$ cat config.mk
export PLATFORM = sky130hd
export DESIGN_NAME = cond_unit
export DESIGN_NICKNAME = d
export VERILOG_FILES = /design/src/rtl/cond_pkg.sv /design/src/rtl/cond_check.sv /design/src/rtl/cond_unit.sv
export SDC_FILE = /design/constraint.sdc
export NUM_CORES = 1
export LEC_CHECK = 0
export CORE_AREA = 2 2 87 89
export CTS_CLUSTER_DIAMETER = 120
export DETAILED_ROUTE_END_ITERATION = 10
export DIE_AREA = 0 0 89 91
export PLACE_DENSITY = 0.59
export SLEW_MARGIN = 20
export SYNTH_ARGS = -nofsm -noshare
export SYNTH_HDL_FRONTEND = slang
export SYNTH_SLANG_ARGS = --single-unit
$ cat constraint.sdc
create_clock -name clk -period 5.7 [get_ports clk]
set_clock_uncertainty 0.2 [all_clocks]
set_input_delay 0.57 -clock clk [delete_from_list [all_inputs] [get_ports clk]]
set_output_delay 0.57 -clock clk [all_outputs]
set_load 0.01 [all_outputs]
$ cat src/rtl/cond_pkg.sv
// Shared types and constants for the condition unit: condition encodings,
// flag bit positions and the registered control payload.
package cond_pkg;

    localparam int unsigned CNT_W  = 16;
    localparam int unsigned FLAG_Z = 1;
    localparam int unsigned FLAG_N = 0;

    typedef enum logic [3:0] {
        EQ = 4'b0000,
        NE = 4'b0001,
        MI = 4'b0100,
        PL = 4'b0101,
        GE = 4'b1010,
        LT = 4'b1011,
        GT = 4'b1100,
        LE = 4'b1101,
        AL = 4'b1110
    } cond_t;

    typedef struct packed {
        logic cond_ex;
        logic pc_src;
        logic reg_write;
        logic mem_write;
    } ctrl_t;

endpackage

$ cat src/rtl/cond_check.sv
// Combinational evaluation of a 4-bit condition field against the {Z, N} flags.
module cond_check
    import cond_pkg::*;
(
    input  logic [3:0] Cond,
    input  logic [1:0] Flags,
    output logic       cond_true_c
);

    logic z;
    logic n;

    assign z = Flags[FLAG_Z];
    assign n = Flags[FLAG_N];

    // Unlisted encodings mean "never".
    always_comb begin
        cond_true_c = 1'b0;
        case (cond_t'(Cond))
            EQ:      cond_true_c = z;
            NE:      cond_true_c = !z;
            MI:      cond_true_c = n;
            PL:      cond_true_c = !n;
            GE:      cond_true_c = !n;
            LT:      cond_true_c = n;
            GT:      cond_true_c = !z && !n;
            LE:      cond_true_c = z || n;
            AL:      cond_true_c = 1'b1;
            default: cond_true_c = 1'b0;
        endcase
    end

endmodule

$ cat src/rtl/cond_unit.sv
// Condition unit: architectural flags, condition gating of write/branch
// controls into the EX/MEM boundary, and saturating debug counters.
module cond_unit
    import cond_pkg::*;
#(
    parameter int unsigned N = CNT_W
) (
    input  logic         clk,
    input  logic         rst,
    input  logic         Valid,
    input  logic [3:0]   Cond,
    input  logic [1:0]   ALUFlags,
    input  logic         FlagW,
    input  logic         PCS,
    input  logic         RegW,
    input  logic         MemW,
    input  logic         Stall,
    input  logic         Flush,
    output logic         CondEx,
    output logic         PCSrc,
    output logic         RegWrite,
    output logic         MemWrite,
    output logic [1:0]   Flags,
    output logic [N-1:0] ExecCount,
    output logic [N-1:0] SkipCount
);

    localparam logic [N-1:0] CNT_MAX = '1;

    logic         cond_true_c;
    logic         pass_c;
    logic         fail_c;

    ctrl_t        ctrl_q,  ctrl_d;
    logic [1:0]   flags_q, flags_d;
    logic [N-1:0] exec_q,  exec_d;
    logic [N-1:0] skip_q,  skip_d;

    // Condition is checked against the registered flags, never ALUFlags.
    cond_check u_cond_check (
        .Cond        (Cond),
        .Flags       (flags_q),
        .cond_true_c (cond_true_c)
    );

    assign pass_c = Valid && !Flush && cond_true_c;
    assign fail_c = Valid && !Flush && !cond_true_c;

    // Flush beats Stall; a flushed slot clears the controls but touches no state.
    always_comb begin
        ctrl_d  = ctrl_q;
        flags_d = flags_q;
        exec_d  = exec_q;
        skip_d  = skip_q;
        if (Flush) begin
            ctrl_d = '0;
        end else if (!Stall) begin
            ctrl_d.cond_ex   = pass_c;
            ctrl_d.pc_src    = PCS  && pass_c;
            ctrl_d.reg_write = RegW && pass_c;
            ctrl_d.mem_write = MemW && pass_c;
            if (pass_c && FlagW) begin
                flags_d = ALUFlags;
            end
            if (pass_c && (exec_q != CNT_MAX)) begin
                exec_d = exec_q + N'(1);
            end
            if (fail_c && (skip_q != CNT_MAX)) begin
                skip_d = skip_q + N'(1);
            end
        end
    end

    always_ff @(posedge clk) begin
        if (rst) begin
            ctrl_q  <= '0;
            flags_q <= '0;
            exec_q  <= '0;
            skip_q  <= '0;
        end else begin
            ctrl_q  <= ctrl_d;
            flags_q <= flags_d;
            exec_q  <= exec_d;
            skip_q  <= skip_d;
        end
    end

    assign CondEx    = ctrl_q.cond_ex;
    assign PCSrc     = ctrl_q.pc_src;
    assign RegWrite  = ctrl_q.reg_write;
    assign MemWrite  = ctrl_q.mem_write;
    assign Flags     = flags_q;
    assign ExecCount = exec_q;
    assign SkipCount = skip_q;

endmodule

======== Word-level counts from Yosys, hierarchy flattened ========
Cells that the tools add are included.
operators by class
  add/subtract/negate cells ............... 2
  bitwise logic cells ..................... 2
  mux-type cells .......................... 1
  eq/ne operators ......................... 10
  reduce and logical (&&, ||, !) cells .... 22
operators with widths
  kind                                           number
  adder 16 x 1 -> 16 bit, second input constant  2
  inequality test 16 bit, second input constant  2
  == test 4 bit, second input constant           5
  logical AND 1 bit                              10
  AND reduction 3 bit                            3
  == test 4 x 3 -> 1 bit, second input constant  2
  one-hot mux 1 bit (7 select lines)             1
  OR reduction 2 bit                             3
  == test 4 x 1 -> 1 bit, second input constant  1
  logical NOT 1 bit                              4
  logical NOT 4 bit                              1
  inverter 1 bit                                 2
  logical OR 1 bit                               1
word-level totals
  register bits ........................... 38

======== Longest topological paths before layout ========
Gate-level depths: netlist of the first run.
  depth in word-level cells ............... 7
  mapped depth ............................ 8
  mapped depth without buffers ............ 7

======== Modules after synthesis ========
Synthesis of the first run repeated with hierarchy kept, for this count alone.
unflattened totals
  cell total of the unflattened synthesis .. 241
  area, all modules ....................... 2016.9 µm²
by module, submodules not included
  module      cells each  times used  area each (µm²)  sequential area each (µm²)
  cond_unit   229         1           1931.9           760.7
  cond_check  12          1           85.1             0.0

======== Least setup slack after synthesis of the first run ========
Ideal clock, no wire load.
  path kind ............................... input-to-reg
  from .................................... input port Cond[2]
  to ...................................... register skip_q[7] (netlist: SkipCount[7])
  slack ................................... 3.431 ns
  library setup time ...................... 0.123 ns
  arrival ................................. 1.946 ns
  buffers on the path ..................... 1
  stages .................................. 7
  cell sequence ........................... nand2_1 -> a31oi_1 -> o221ai_2 -> a21o_1 -> buf_2 -> nor4_1 -> mux2_1
between the ends
  cells in the longest elaborated chain, start to end .. 7
  elaborated cells between the ends (all ways) .. 16
RTL lines
  what                                                            line              RTL
  start: declaration                                              cond_unit.sv:11   input logic [3:0] Cond,
  == test 4 x 3 -> 1 bit / == test 4 bit (equally long branches)  cond_check.sv:19  case (cond_t'(Cond))
  OR reduction 2 bit (no line)                                    n/a
  one-hot mux 1 bit (7 select lines) *                            cond_check.sv:19
  logical NOT 1 bit *                                             cond_unit.sv:47   assign fail_c = Valid && !Flush && !cond_true_c;
  logical AND 1 bit *                                             cond_unit.sv:47
  logical AND 1 bit *                                             cond_unit.sv:68   if (fail_c && (skip_q != CNT_MAX)) begin
  AND reduction 3 bit (no line) *                                 n/a
  end signal: assignment                                          cond_unit.sv:84   skip_q <= skip_d;
  end: declaration                                                cond_unit.sv:37   logic [N-1:0] skip_q, skip_d;
Mark *: on every way between the ends. The rest lies on a longest branch, timed or not.
A chain may end at the register's enable or synchronous reset.

======== Worst setup path after layout of the first run ========
  from .................................... input port Cond[2]
  to ...................................... register skip_q[9] (netlist: SkipCount[9])
Same word-level chain as after synthesis.

==> results_tabular.tex, run 1 <==
\begin{tabular}{lr}
\hline
Metric & Value \\
\hline
\multicolumn{2}{l}{\textbf{Placement}} \\
\quad Placer's final routability congestion estimate & 0.7482 \\
\quad Port-buffer cells & 52 \\
\quad Final HPWL from detailed placement & 3667 µm \\
\quad Post-Place Cell Area & around 2700 µm² \\
\quad Total instance count after detailed placement & between 300 and 400 \\
\multicolumn{2}{l}{\textbf{Drt}} \\
\quad Post-DR vias/cell & 5.070 \\
\quad Avg WL per Cell & around 13 µm \\
\quad First-pass iteration count of the detailed router & 4 \\
\quad Via count & $\sim$2.0k \\
\quad Routed Wire Length & between 5000 and 6000 µm \\
\quad Drc violations & 0 \\
\quad Starting DRC count in detailed routing & about 120 \\
\quad DRT antenna net count & 0 \\
\multicolumn{2}{l}{\textbf{Clocking}} \\
\quad Cts-stage hold buffer count & 0 \\
\quad Root buf cell & sky130\_fd\_sc\_hd\_\_clkbuf\_8 \\
\quad CTS resizes & 0 \\
\quad H-tree depth & 2 \\
\quad Buffer depth of the longest clock path & 2 \\
\quad CTS tree & yes \\
\quad Clock insertion delay at the later pin of the skew report & a little under 300 ps \\
\quad Number of clock sinks & 38 \\
\quad Clock-pin slew of the registers on the worst-case setup and hold paths & around 80 ps \\
\quad Post-CTS setup repair buffer count & 0 \\
\quad Number of CTS-inserted buffers & 5 \\
\multicolumn{2}{l}{\textbf{Timing}} \\
\quad Transition time of the tightest slew-check pin & a little under 700 ps \\
\quad Max-slew headroom & between 50\% and 60\% \\
\quad Final period demand of the worst path & about 2800 ps \\
\quad Number of setup violations in the final report & 0 \\
\quad Setup total negative slack & 0 ps \\
\quad Final clock period utilization by the worst path & about 49\% \\
\quad Max-slew violation total from the final report & 0 \\
\quad Number of hold-slack violations in the final timing report & 0 \\
\quad Top achievable clock speed & 0.3559 GHz \\
\quad Unrepaired setup endpoints after global routing & false \\
\multicolumn{2}{l}{\textbf{Global routing}} \\
\quad GRT Total Usage & 13.69\% \\
\quad Number of global-route vias before repair & between 1.5k and 2k \\
\quad Pin count of the biggest net entering global routing & 51 \\
\quad Wire length of the first global-routing pass & roughly 9000 µm \\
\quad Antenna violations before repair & 0 \\
\quad Aggregate global routing overflow & 0 \\
\multicolumn{2}{l}{\textbf{Power}} \\
\quad Power per standard cell area & around 190 nW/µm² \\
\quad Leakage dissipation & just over 0.9 nW \\
\quad Worst ir drop on vdd & 0.00008809 V \\
\quad Total power of the final layout & 540.4 µW \\
\multicolumn{2}{l}{\textbf{Worst setup path}} \\
\quad Startpoint class of the critical path & input port \\
\quad Critical path class & input port to flip-flop \\
\quad Reg2reg start & ExecCount[0] \\
\quad Cells along the critical path & clkdlybuf4s50\_1 > nand2\_1 > a31oi\_1 > o221ai\_2 > a21o\_1 > nor4\_1 > mux2\_2 \\
\quad Critical Path Max Stage Delay & 560 ps \\
\quad CP required & between 5000 and 6000 ps \\
\quad Number of cells on the critical path & 7 \\
\quad Worst-path fanout max & 24 \\
\quad R2R depth & 7 \\
\quad Kind of cell adding the most delay to the critical path & compound AO/OA/AOI/OAI gates \\
\quad Worst setup path startpoint & Cond[2] \\
\quad Cell with the largest stage delay on the worst path & sky130\_fd\_sc\_hd\_\_clkdlybuf4s50\_1 \\
\quad Kind of capture point of the worst setup path & flip-flop \\
\quad CP Buf/Inv Count & 1 \\
\quad Signal arrival time at the worst endpoint & 2800 ps \\
\multicolumn{2}{l}{\textbf{Cells and area}} \\
\quad Fraction of layout instances using a drive strength above 1 & a little under a tenth \\
\quad Number of nets in the layout & roughly 320 \\
\quad Share of the core filled with cells in the final layout & between 30\% and 40\% \\
\quad Area Growth Syn to Fin & 34.87\% \\
\quad Final design area excluding fillers & roughly 2800 µm² \\
\quad Non-filler cells in the finished layout & roughly 400 \\
\quad N\_diodes & 0 \\
\multicolumn{2}{l}{\textbf{Floorplanning}} \\
\quad Floorplan die width & 89 µm \\
\quad Height of the chip & about 91 µm \\
\quad Number of standard-cell rows in the floorplan & 31 \\
\quad I/O pins & 53 \\
\quad Core Area & a little over 7000 µm² \\
\quad Effective utilization at floorplan & between 20\% and 30\% \\
\quad Die footprint & between 8000 and 9000 µm² \\
\multicolumn{2}{l}{\textbf{Yosys}} \\
\quad Number of cells produced by synthesis & 247 \\
\quad Synth unique cells & 44 \\
\quad Leading post-synthesis cells by instance count & sky130\_fd\_sc\_hd\_\_dfxtp\_1 (38), sky130\_fd\_sc\_hd\_\_a21oi\_1 (20), sky130\_fd\_sc\_hd\_\_nor2\_1 (19), sky130\_fd\_sc\_hd\_\_nand3\_1 (14), sky130\_fd\_sc\_hd\_\_nor2b\_1 (14) \\
\quad Share of the yosys chip area belonging to registers & 36.36\% \\
\quad Post-Syn Area & approximately 2100 µm² \\
\quad Proportion of netlist area held by the largest area contributor & between 30\% and 40\% \\
\quad Number of synthesized flops with an enable pin & 0 \\
\quad Share of flip-flops with an asynchronous set or reset after synthesis & 0\% \\
\quad Nets in the synthesized netlist & around 260 \\
\quad Most frequently used cell type in the post-synthesis netlist & sky130\_fd\_sc\_hd\_\_dfxtp\_1 \\
\quad Number of warnings issued by yosys & 0 \\
\quad Cell type with the largest total area after synthesis & sky130\_fd\_sc\_hd\_\_dfxtp\_1 \\
\quad Average cell area after synthesis & 8.470 µm² \\
\quad Synth Flop Type & sky130\_fd\_sc\_hd\_\_dfxtp\_1 \\
\quad Most area-consuming cells after synthesis & sky130\_fd\_sc\_hd\_\_dfxtp\_1 (36\%), sky130\_fd\_sc\_hd\_\_mux2\_2 (5.4\%), sky130\_fd\_sc\_hd\_\_a21oi\_1 (4.8\%) \\
\quad Post-synthesis sequential element count & 38 \\
\multicolumn{2}{l}{\textbf{Outcome}} \\
\quad Run status & completed \\
\multicolumn{2}{l}{\textbf{Min path}} \\
\quad Cell depth of the worst hold path & 1 \\
\quad Worst hold-check path type & flip-flop to flip-flop \\
\quad Startpoint of the tightest hold check path & CondEx \\
\multicolumn{2}{l}{\textbf{Job}} \\
\quad Max-cap viol count & 0 \\
\hline
\end{tabular}
==> sequential cells by signal, summed over array words and instances, names as in the netlist <==
register and flops:
PCSrc 1, RegWrite 1, Flags 2, MemWrite 1, CondEx 1, SkipCount 16, ExecCount 16
==> metrics by stage <==
stage	setup WS (ps)	hold WS, ps
4_1_cts	2894	267.5
6_report	2890	261.5
3_3_place_gp	2627	242.1
3_5_place_dp	2570	249.1
2_1_floorplan	3431	297.4
5_1_grt	2716	278.3
==> cell families after synthesis <==
group	count (synthesis)	synth area share, %
compound gates	54	16.63
xor+xnor	1	0.4187
fa+ha+maj	2	1.196
buf+inv	16	3.110
flops	38	36.36
mux	14	7.416
simple gates	122	34.87
==> power by group <==
| part | internal [mW] | switching (mW) | total, mW |
|---|---|---|---|
| logic | 0.0179 | 0.0260 | 0.0439 |
| registers | 0.266 | 0.00132 | 0.268 |
| clock network | 0.129 | 0.0999 | 0.229 |
==> layer usage <==
metal | global-route usage (%) | part of all wire, % | vias to the layer above
li1 | - | - | 1038
met1 | 17.20 | 48 | 947
met2 | 23.26 | 48 | 31
met3 | 3.000 | 3.0 | 2
met4 | 3.731 | 0.61 | 0
met5 | 0 | 0 | -
==> worst reg2reg max path, stage by stage (launching register included) <==
cell and delay [ps]:
sky130_fd_sc_hd__dfxtp_1 420, sky130_fd_sc_hd__ha_1 270, sky130_fd_sc_hd__and4_1 330, sky130_fd_sc_hd__nand2_1 90, sky130_fd_sc_hd__o21ai_1 450, sky130_fd_sc_hd__inv_1 150
sky130_fd_sc_hd__nand3_1 130, sky130_fd_sc_hd__mux2_2 340
==> final timing paths <==
check | slack, ps | to
worst max-delay path | 2890 | SkipCount[9]
worst min-delay path | 260 | CondEx
worst max register to register | 3210 | ExecCount[2]
worst min register to register | 260 | CondEx
==> placed cells by master, fill, tap and decap left out, types with 6 or more instances in the layout <==
cell	synthesis	layout
sky130_fd_sc_hd__mux2_2	10	10
sky130_fd_sc_hd__nor3_1	7	7
sky130_fd_sc_hd__nor4_1	7	7
sky130_fd_sc_hd__nand2_1	13	13
sky130_fd_sc_hd__nor2_1	19	19
sky130_fd_sc_hd__nand4_1	6	6
sky130_fd_sc_hd__o21ai_0	8	8
sky130_fd_sc_hd__nand3_1	14	14
sky130_fd_sc_hd__or4_1	9	9
sky130_fd_sc_hd__clkdlybuf4s50_1	0	52
sky130_fd_sc_hd__a21oi_1	20	19
sky130_fd_sc_hd__inv_1	6	6
sky130_fd_sc_hd__o31ai_1	9	9
sky130_fd_sc_hd__nor2b_1	14	14
sky130_fd_sc_hd__dfxtp_1	38	38
==> final cells by class <==
cell class | instances | area (µm²)
Timing Repair Buffer | 54 | 535.5
Sequential cell | 38 | 760.7
Multi-Input combinational cell | 193 | 1270
Clock inverter | 3 | 40.04
Tap cell | 99 | 123.9
Fill cell | 755 | 4315
Clock buffer | 5 | 68.82
Inverter | 6 | 22.52
Power figures use the tool's default switching activity.
==> run 2, diff against run 1 <==
clock period = 2.8 ns   (was 5.7 ns; I/O delays follow)
==> run 2 against run 1 <==
Worst setup slack lost 2600 ps. Count of clock-buffer cells in the layout grew 1. Sequential share of layout area shrank 0.78 points. First-iteration DRC count shrank 49%. Critical path depth is the same. Flip-flop and latch count is the same. Hold slack gained 5.8 ps. Power grew 130%. Sequential power grew 100%. Design area grew 3.0%. Via count grew 3.1%.
==> results_tabular.tex, run 2 (same netlist as run 1, synthesis figures left out) <==
\begin{tabular}{lr}
\hline
Metric & Value \\
\hline
\multicolumn{2}{l}{\textbf{Outcome}} \\
\quad Run status & completed \\
\multicolumn{2}{l}{\textbf{Placement}} \\
\quad Placer's final routability congestion estimate & 0.7656 (+2.3\%) \\
\quad Final HPWL from detailed placement & 3753 µm (+2.4\%) \\
\quad Port-buffer cells & 52 (unchanged) \\
\multicolumn{2}{l}{\textbf{Clocking}} \\
\quad CTS resizes & 0 (unchanged) \\
\quad CTS tree & yes \\
\quad H-tree depth & 2 (unchanged) \\
\quad Post-CTS setup repair buffer count & 0 (unchanged) \\
\quad Clock-pin slew of the registers on the worst-case setup and hold paths & 80 ps (about the same) \\
\quad Root buf cell & sky130\_fd\_sc\_hd\_\_clkbuf\_8 \\
\quad Buffer depth of the longest clock path & 2 (unchanged) \\
\quad Clock insertion delay at the later pin of the skew report & 290 ps (about the same) \\
\quad Number of clock sinks & 38 (unchanged) \\
\quad Cts-stage hold buffer count & 0 (unchanged) \\
\quad Number of CTS-inserted buffers & 5 (unchanged) \\
\multicolumn{2}{l}{\textbf{Drt}} \\
\quad Routed Wire Length & 5261 µm (+0.94\%) \\
\quad Avg WL per Cell & 13.05 µm (-0.31\%) \\
\quad DRT antenna net count & 0 (unchanged) \\
\quad First-pass iteration count of the detailed router & 5 (+1) \\
\quad Starting DRC count in detailed routing & 60 (-49\%) \\
\quad Via count & 2080 (+3.1\%) \\
\quad Post-DR vias/cell & 5.161 (+1.8\%) \\
\quad Drc violations & 0 (unchanged) \\
\multicolumn{2}{l}{\textbf{Cells and area}} \\
\quad Number of nets in the layout & 320 (+1.6\%) \\
\quad Most frequent cells in the layout & sky130\_fd\_sc\_hd\_\_clkdlybuf4s50\_1 (52), sky130\_fd\_sc\_hd\_\_dfxtp\_1 (38), sky130\_fd\_sc\_hd\_\_nor2\_1 (19), sky130\_fd\_sc\_hd\_\_a21oi\_1 (19) \\
\quad Number of filler cells placed in the layout & 760 (+0.66\%) \\
\quad Area Growth Syn to Fin & 38.88\% \\
\quad Most common cell after layout, fill and taps aside & sky130\_fd\_sc\_hd\_\_clkdlybuf4s50\_1 \\
\quad N\_diodes & 0 (unchanged) \\
\quad Fraction of layout instances using a drive strength above 1 & 10.86\% (+1.5 points) \\
\multicolumn{2}{l}{\textbf{Job}} \\
\quad Max-cap viol count & 0 (unchanged) \\
\multicolumn{2}{l}{\textbf{Floorplanning}} \\
\quad Die footprint & 8099 µm² (unchanged) \\
\quad Number of standard-cell rows in the floorplan & 31 (unchanged) \\
\quad Floorplan die width & 89 µm (unchanged) \\
\quad Core Area & 7137 µm² (unchanged) \\
\quad Height of the chip & 91 µm (unchanged) \\
\quad Effective utilization at floorplan & 29.31\% (unchanged) \\
\quad I/O pins & 53 (unchanged) \\
\multicolumn{2}{l}{\textbf{Timing}} \\
\quad Final clock period utilization by the worst path & 88.57\% \\
\quad Number of setup violations in the final report & 0 (unchanged) \\
\quad Number of hold-slack violations in the final timing report & 0 (unchanged) \\
\quad Setup total negative slack & 0 ps (unchanged) \\
\quad Transition time of the tightest slew-check pin & 550.4 ps (-143.7 ps) \\
\quad Final period demand of the worst path & 2480 ps \\
\quad Top achievable clock speed & between 0.4 and 0.5 GHz \\
\quad Max-slew headroom & 63.06\% (+9.3 points) \\
\quad Unrepaired setup endpoints after global routing & false \\
\quad Max-slew violation total from the final report & 0 (unchanged) \\
\multicolumn{2}{l}{\textbf{Global routing}} \\
\quad Wire length of the first global-routing pass & 9190 µm (+2.5\%) \\
\quad Antenna violations before repair & 0 (unchanged) \\
\quad Aggregate global routing overflow & 0 (unchanged) \\
\quad GRT Total Usage & 13.91\% (+0.22 points) \\
\quad Number of global-route vias before repair & 1915 (-1.0\%) \\
\quad Pin count of the biggest net entering global routing & 31 (-39\%) \\
\multicolumn{2}{l}{\textbf{Worst setup path}} \\
\quad Kind of capture point of the worst setup path & flip-flop \\
\quad Startpoint class of the critical path & flip-flop \\
\quad Worst-path fanout max & 9 (-63\%) \\
\quad Critical path class & flip-flop to flip-flop \\
\quad CP required & 2780 ps (-2910 ps) \\
\quad Signal arrival time at the worst endpoint & 2460 ps (-340 ps) \\
\multicolumn{2}{l}{\textbf{Min path}} \\
\quad Worst hold-check path type & flip-flop to flip-flop \\
\multicolumn{2}{l}{\textbf{Power}} \\
\quad Leakage dissipation & 0.9674 nW (+4.8\%) \\
\quad Worst ir drop on vdd & 0.0001579 V (+79\%) \\
\quad Total power of the final layout & 1.224 mW (+130\%) \\
\quad Power per standard cell area & 421.4 nW/µm² (+120\%) \\
\hline
\end{tabular}
[run 2: routing by layer]
metal | global-route usage (%) | wire, µm | part of all wire (%) | vias up
met4 | 3.607 | 48 | 0.91 | 0
met2 | 22.95 | 2599 | 49 | 44
li1 | - | - | - | 1048
met5 | 0 | 0 | 0 | -
met1 | 18.25 | 2421 | 46 | 982
met3 | 2.909 | 191 | 3.6 | 6
[run 2: final timing paths]
| check | cells after the start | start | to | slack (ps) |
|---|---|---|---|---|
| worst max-delay path | 7 | ExecCount[0] | ExecCount[2] | 320 |
| worst min-delay path | 1 | CondEx | CondEx | 270 |
| worst max register to register | 7 | ExecCount[0] | ExecCount[2] | 320 |
| worst min register to register | 1 | CondEx | CondEx | 270 |
[run 2: worst max-delay path, stage by stage (launching register included)]
cell,delay [ps]
sky130_fd_sc_hd__dfxtp_1,420
sky130_fd_sc_hd__ha_1,280
sky130_fd_sc_hd__and4_1,310
sky130_fd_sc_hd__nand2_1,90
sky130_fd_sc_hd__o21ai_1,460
sky130_fd_sc_hd__inv_1,160
sky130_fd_sc_hd__nand3_1,130
sky130_fd_sc_hd__mux2_2,330
[run 2: area by class of cell]
type	instances	area [µm²]	share of cell area, %
Tap cell	99	123.9	4.264
Clock inverter	2	60.06	2.067
Inverter	6	22.52	0.7752
Sequential cell	38	760.7	26.18
Multi-Input combinational cell	193	1270	43.71
Clock buffer	6	82.58	2.842
Timing Repair Buffer	59	585.6	20.16
[run 2: through the flow]
stage	instance area (µm²)	utilization [%]	worst slack, ps	hold WS (ps)	instances
2_1_floorplan	2092	-	596.5	213.0	247
3_3_place_gp	2763	38.71	107.9	246.0	395
3_5_place_dp	2763	38.71	40.96	249.1	395
4_1_cts	2905	40.71	322.0	268.6	403
5_1_grt	2905	40.71	106.7	294.0	403
6_report	2905	40.71	319.9	267.3	403
[run 2: report_power, final]
part / total [mW] / switching (mW) / internal [mW]
clock network: 0.579 / 0.199 / 0.380
logic: 0.100 / 0.0551 / 0.0450
registers: 0.545 / 0.00275 / 0.542
total: 1.22 / 0.257 / 0.967
==> run 3, diff against run 2 <==
GPL_TIMING_DRIVEN = 0   (was not set)
==> run 3 against run 2 <==
Global-route usage up 0.15 points. Hold slack lost 6.4 ps. Power down 17%. Critical path depth did not move. Highest routed layer unchanged.
==> results_tabular.tex, run 3 (same netlist as run 1, synthesis figures left out) <==
\begin{tabular}{lr}
\hline
Metric & Value \\
\hline
\multicolumn{2}{l}{\textbf{Global routing}} \\
\quad Wire length of the first global-routing pass & 9142 µm (-0.52\%) \\
\quad Aggregate global routing overflow & 0 (unchanged) \\
\quad Number of global-route vias before repair & 1881 (-1.8\%) \\
\quad GRT Total Usage & 14.05\% (+0.15 points) \\
\quad Pin count of the biggest net entering global routing & 11 (-65\%) \\
\quad Antenna violations before repair & 0 (unchanged) \\
\multicolumn{2}{l}{\textbf{Power}} \\
\quad Leakage dissipation & 0.9153 nW (-5.4\%) \\
\quad Worst ir drop on vdd & 0.0001324 V (-16\%) \\
\quad Power per standard cell area & 360.3 nW/µm² (-15\%) \\
\multicolumn{2}{l}{\textbf{Drt}} \\
\quad Avg WL per Cell & 14.04 µm (+7.6\%) \\
\quad Drc violations & 0 (unchanged) \\
\quad Via count & 2090 (+0.48\%) \\
\quad Starting DRC count in detailed routing & 65 (+8.3\%) \\
\quad Routed Wire Length & 5688 µm (+8.1\%) \\
\quad First-pass iteration count of the detailed router & 4 (-1) \\
\quad Post-DR vias/cell & 5.160 (about the same) \\
\quad DRT antenna net count & 0 (unchanged) \\
\multicolumn{2}{l}{\textbf{Clocking}} \\
\quad H-tree depth & 2 (unchanged) \\
\quad Buffer depth of the longest clock path & 2 (unchanged) \\
\quad Clock-pin slew of the registers on the worst-case setup and hold paths & 70 ps (about the same) \\
\quad Root buf cell & sky130\_fd\_sc\_hd\_\_clkbuf\_8 \\
\quad Number of CTS-inserted buffers & 5 (unchanged) \\
\quad Post-CTS setup repair buffer count & 0 (unchanged) \\
\quad Cts-stage hold buffer count & 0 (unchanged) \\
\quad Number of clock sinks & 38 (unchanged) \\
\quad CTS resizes & 0 (unchanged) \\
\quad CTS tree & yes \\
\quad Clock insertion delay at the later pin of the skew report & 290 ps (about the same) \\
\multicolumn{2}{l}{\textbf{Timing}} \\
\quad Transition time of the tightest slew-check pin & 587.9 ps (+37.52 ps) \\
\quad Setup total negative slack & 0 ps (unchanged) \\
\quad Number of setup violations in the final report & 0 (unchanged) \\
\quad Final period demand of the worst path & 2529 ps (+49.38 ps) \\
\quad Unrepaired setup endpoints after global routing & false \\
\quad Top achievable clock speed & 0.3953 GHz (-2.0\%) \\
\quad Max-slew headroom & 60.54\% (-2.5 points) \\
\quad Number of hold-slack violations in the final timing report & 0 (unchanged) \\
\quad Worst Slack Setup Final & 270.5 ps (-49.38 ps) \\
\quad Max-slew violation total from the final report & 0 (unchanged) \\
\quad Final clock period utilization by the worst path & 90.34\% (+1.8 points) \\
\multicolumn{2}{l}{\textbf{Worst setup path}} \\
\quad CP required & 2780 ps (about the same) \\
\quad Critical path class & flip-flop to flip-flop \\
\quad Signal arrival time at the worst endpoint & 2510 ps (+50 ps) \\
\quad Critical Path Max Stage Delay & 480 ps (+20 ps) \\
\quad R2R depth & 7 (unchanged) \\
\quad Worst-path fanout max & 9 (unchanged) \\
\quad Cells along the critical path & ha\_1 > and4\_1 > nand2\_1 > o21ai\_1 > inv\_1 > nand3\_1 > mux2\_2 \\
\quad Kind of capture point of the worst setup path & flip-flop \\
\quad Setup slack on the worst flop-to-flop path & 270 ps (-50 ps) \\
\quad Cell with the largest stage delay on the worst path & sky130\_fd\_sc\_hd\_\_o21ai\_1 \\
\quad Startpoint class of the critical path & flip-flop \\
\multicolumn{2}{l}{\textbf{Cells and area}} \\
\quad N\_diodes & 0 (unchanged) \\
\quad Most common cell after layout, fill and taps aside & sky130\_fd\_sc\_hd\_\_clkdlybuf4s50\_1 \\
\quad Most frequent cells in the layout & sky130\_fd\_sc\_hd\_\_clkdlybuf4s50\_1 (52), sky130\_fd\_sc\_hd\_\_dfxtp\_1 (38), sky130\_fd\_sc\_hd\_\_a21oi\_1 (20), sky130\_fd\_sc\_hd\_\_nor2\_1 (19) \\
\quad Fraction of layout instances using a drive strength above 1 & 8.497\% (-2.4 points) \\
\quad Share of the core filled with cells in the final layout & 39.41\% (-1.3 points) \\
\quad Area Growth Syn to Fin & 34.45\% \\
\quad Final design area excluding fillers & 2813 µm² (-3.2\%) \\
\quad Non-filler cells in the finished layout & 405 (+0.50\%) \\
\quad Number of nets in the layout & 323 (+0.94\%) \\
\multicolumn{2}{l}{\textbf{Floorplanning}} \\
\quad Core Area & 7137 µm² (unchanged) \\
\quad Height of the chip & 91 µm (unchanged) \\
\quad Effective utilization at floorplan & 29.31\% (unchanged) \\
\quad Number of standard-cell rows in the floorplan & 31 (unchanged) \\
\quad Die footprint & 8099 µm² (unchanged) \\
\quad Floorplan die width & 89 µm (unchanged) \\
\quad I/O pins & 53 (unchanged) \\
\multicolumn{2}{l}{\textbf{Placement}} \\
\quad Total instance count after detailed placement & 398 (+0.76\%) \\
\quad Placer's final routability congestion estimate & 0.8773 (+15\%) \\
\quad Port-buffer cells & 52 (unchanged) \\
\quad Post-placement worst setup slack & -19.73 ps (-60.69 ps) \\
\quad Final HPWL from detailed placement & 4182 µm (+11\%) \\
\quad Post-Place Cell Area & 2736 µm² (-0.95\%) \\
\multicolumn{2}{l}{\textbf{Min path}} \\
\quad Cell depth of the worst hold path & 1 (unchanged) \\
\quad Worst hold-check path type & flip-flop to flip-flop \\
\multicolumn{2}{l}{\textbf{Outcome}} \\
\quad Run status & completed \\
\multicolumn{2}{l}{\textbf{Job}} \\
\quad Max-cap viol count & 0 (unchanged) \\
\hline
\end{tabular}
==> run 3: changes by cell type in the layout (fill, tap and decap cells not counted), sizes merged <==
cell and delta:
buf -3, bufinv -2, clkbuf +7
==> run 3: where the power goes <==
part           leakage [nW]  switching, mW  internal [mW]  total [mW]
registers             0.306        0.00278          0.542       0.545
logic                 0.571         0.0603         0.0391      0.0994
clock network        0.0383          0.197          0.172       0.369
==> run 3: path summary, 6_finish.rpt <==
check,start,to
max,ExecCount[1],ExecCount[2]
min,CondEx,CondEx
min reg2reg,CondEx,CondEx
max reg2reg,ExecCount[1],ExecCount[2]
==> run 3: metal layers <==
metal | vias up | track usage [%] | part of all wire (%)
li1 | 1050 | - | -
met1 | 992 | 18.64 | 47
met2 | 43 | 22.89 | 48
met3 | 5 | 2.636 | 4.0
met4 | 0 | 4.229 | 1.0
met5 | - | 0 | 0
==> run 3: final cells by class <==
cell class / instances / area [µm²]
fillers: 770 / 4324
multi-input cells: 193 / 1266
flip-flops and latches: 38 / 760.7
repair buffers: 52 / 520.5
well taps: 99 / 123.9
clock buffers: 7 / 76.32
plain buffers: 10 / 42.54
inverters: 6 / 22.52
==> run 3: through the flow <==
stage	total power, mW	hold WS (ps)
5_1_grt	1.049	299.0
3_3_place_gp	0.6564	245.0
6_report	1.013	260.9
2_1_floorplan	0.6067	213.0
4_1_cts	1.022	268.1
3_5_place_dp	0.6574	250.1
==> run 3: critical path, delay by kind of cell (launching register included) <==
kind,cells,cell delay (ps)
adder cells (fa/ha/maj),1,280
multiplexers,1,330
buffers and inverters,1,170
AO/OA/AOI/OAI,1,480
AND/OR/NAND/NOR,3,540
flip-flops,1,410
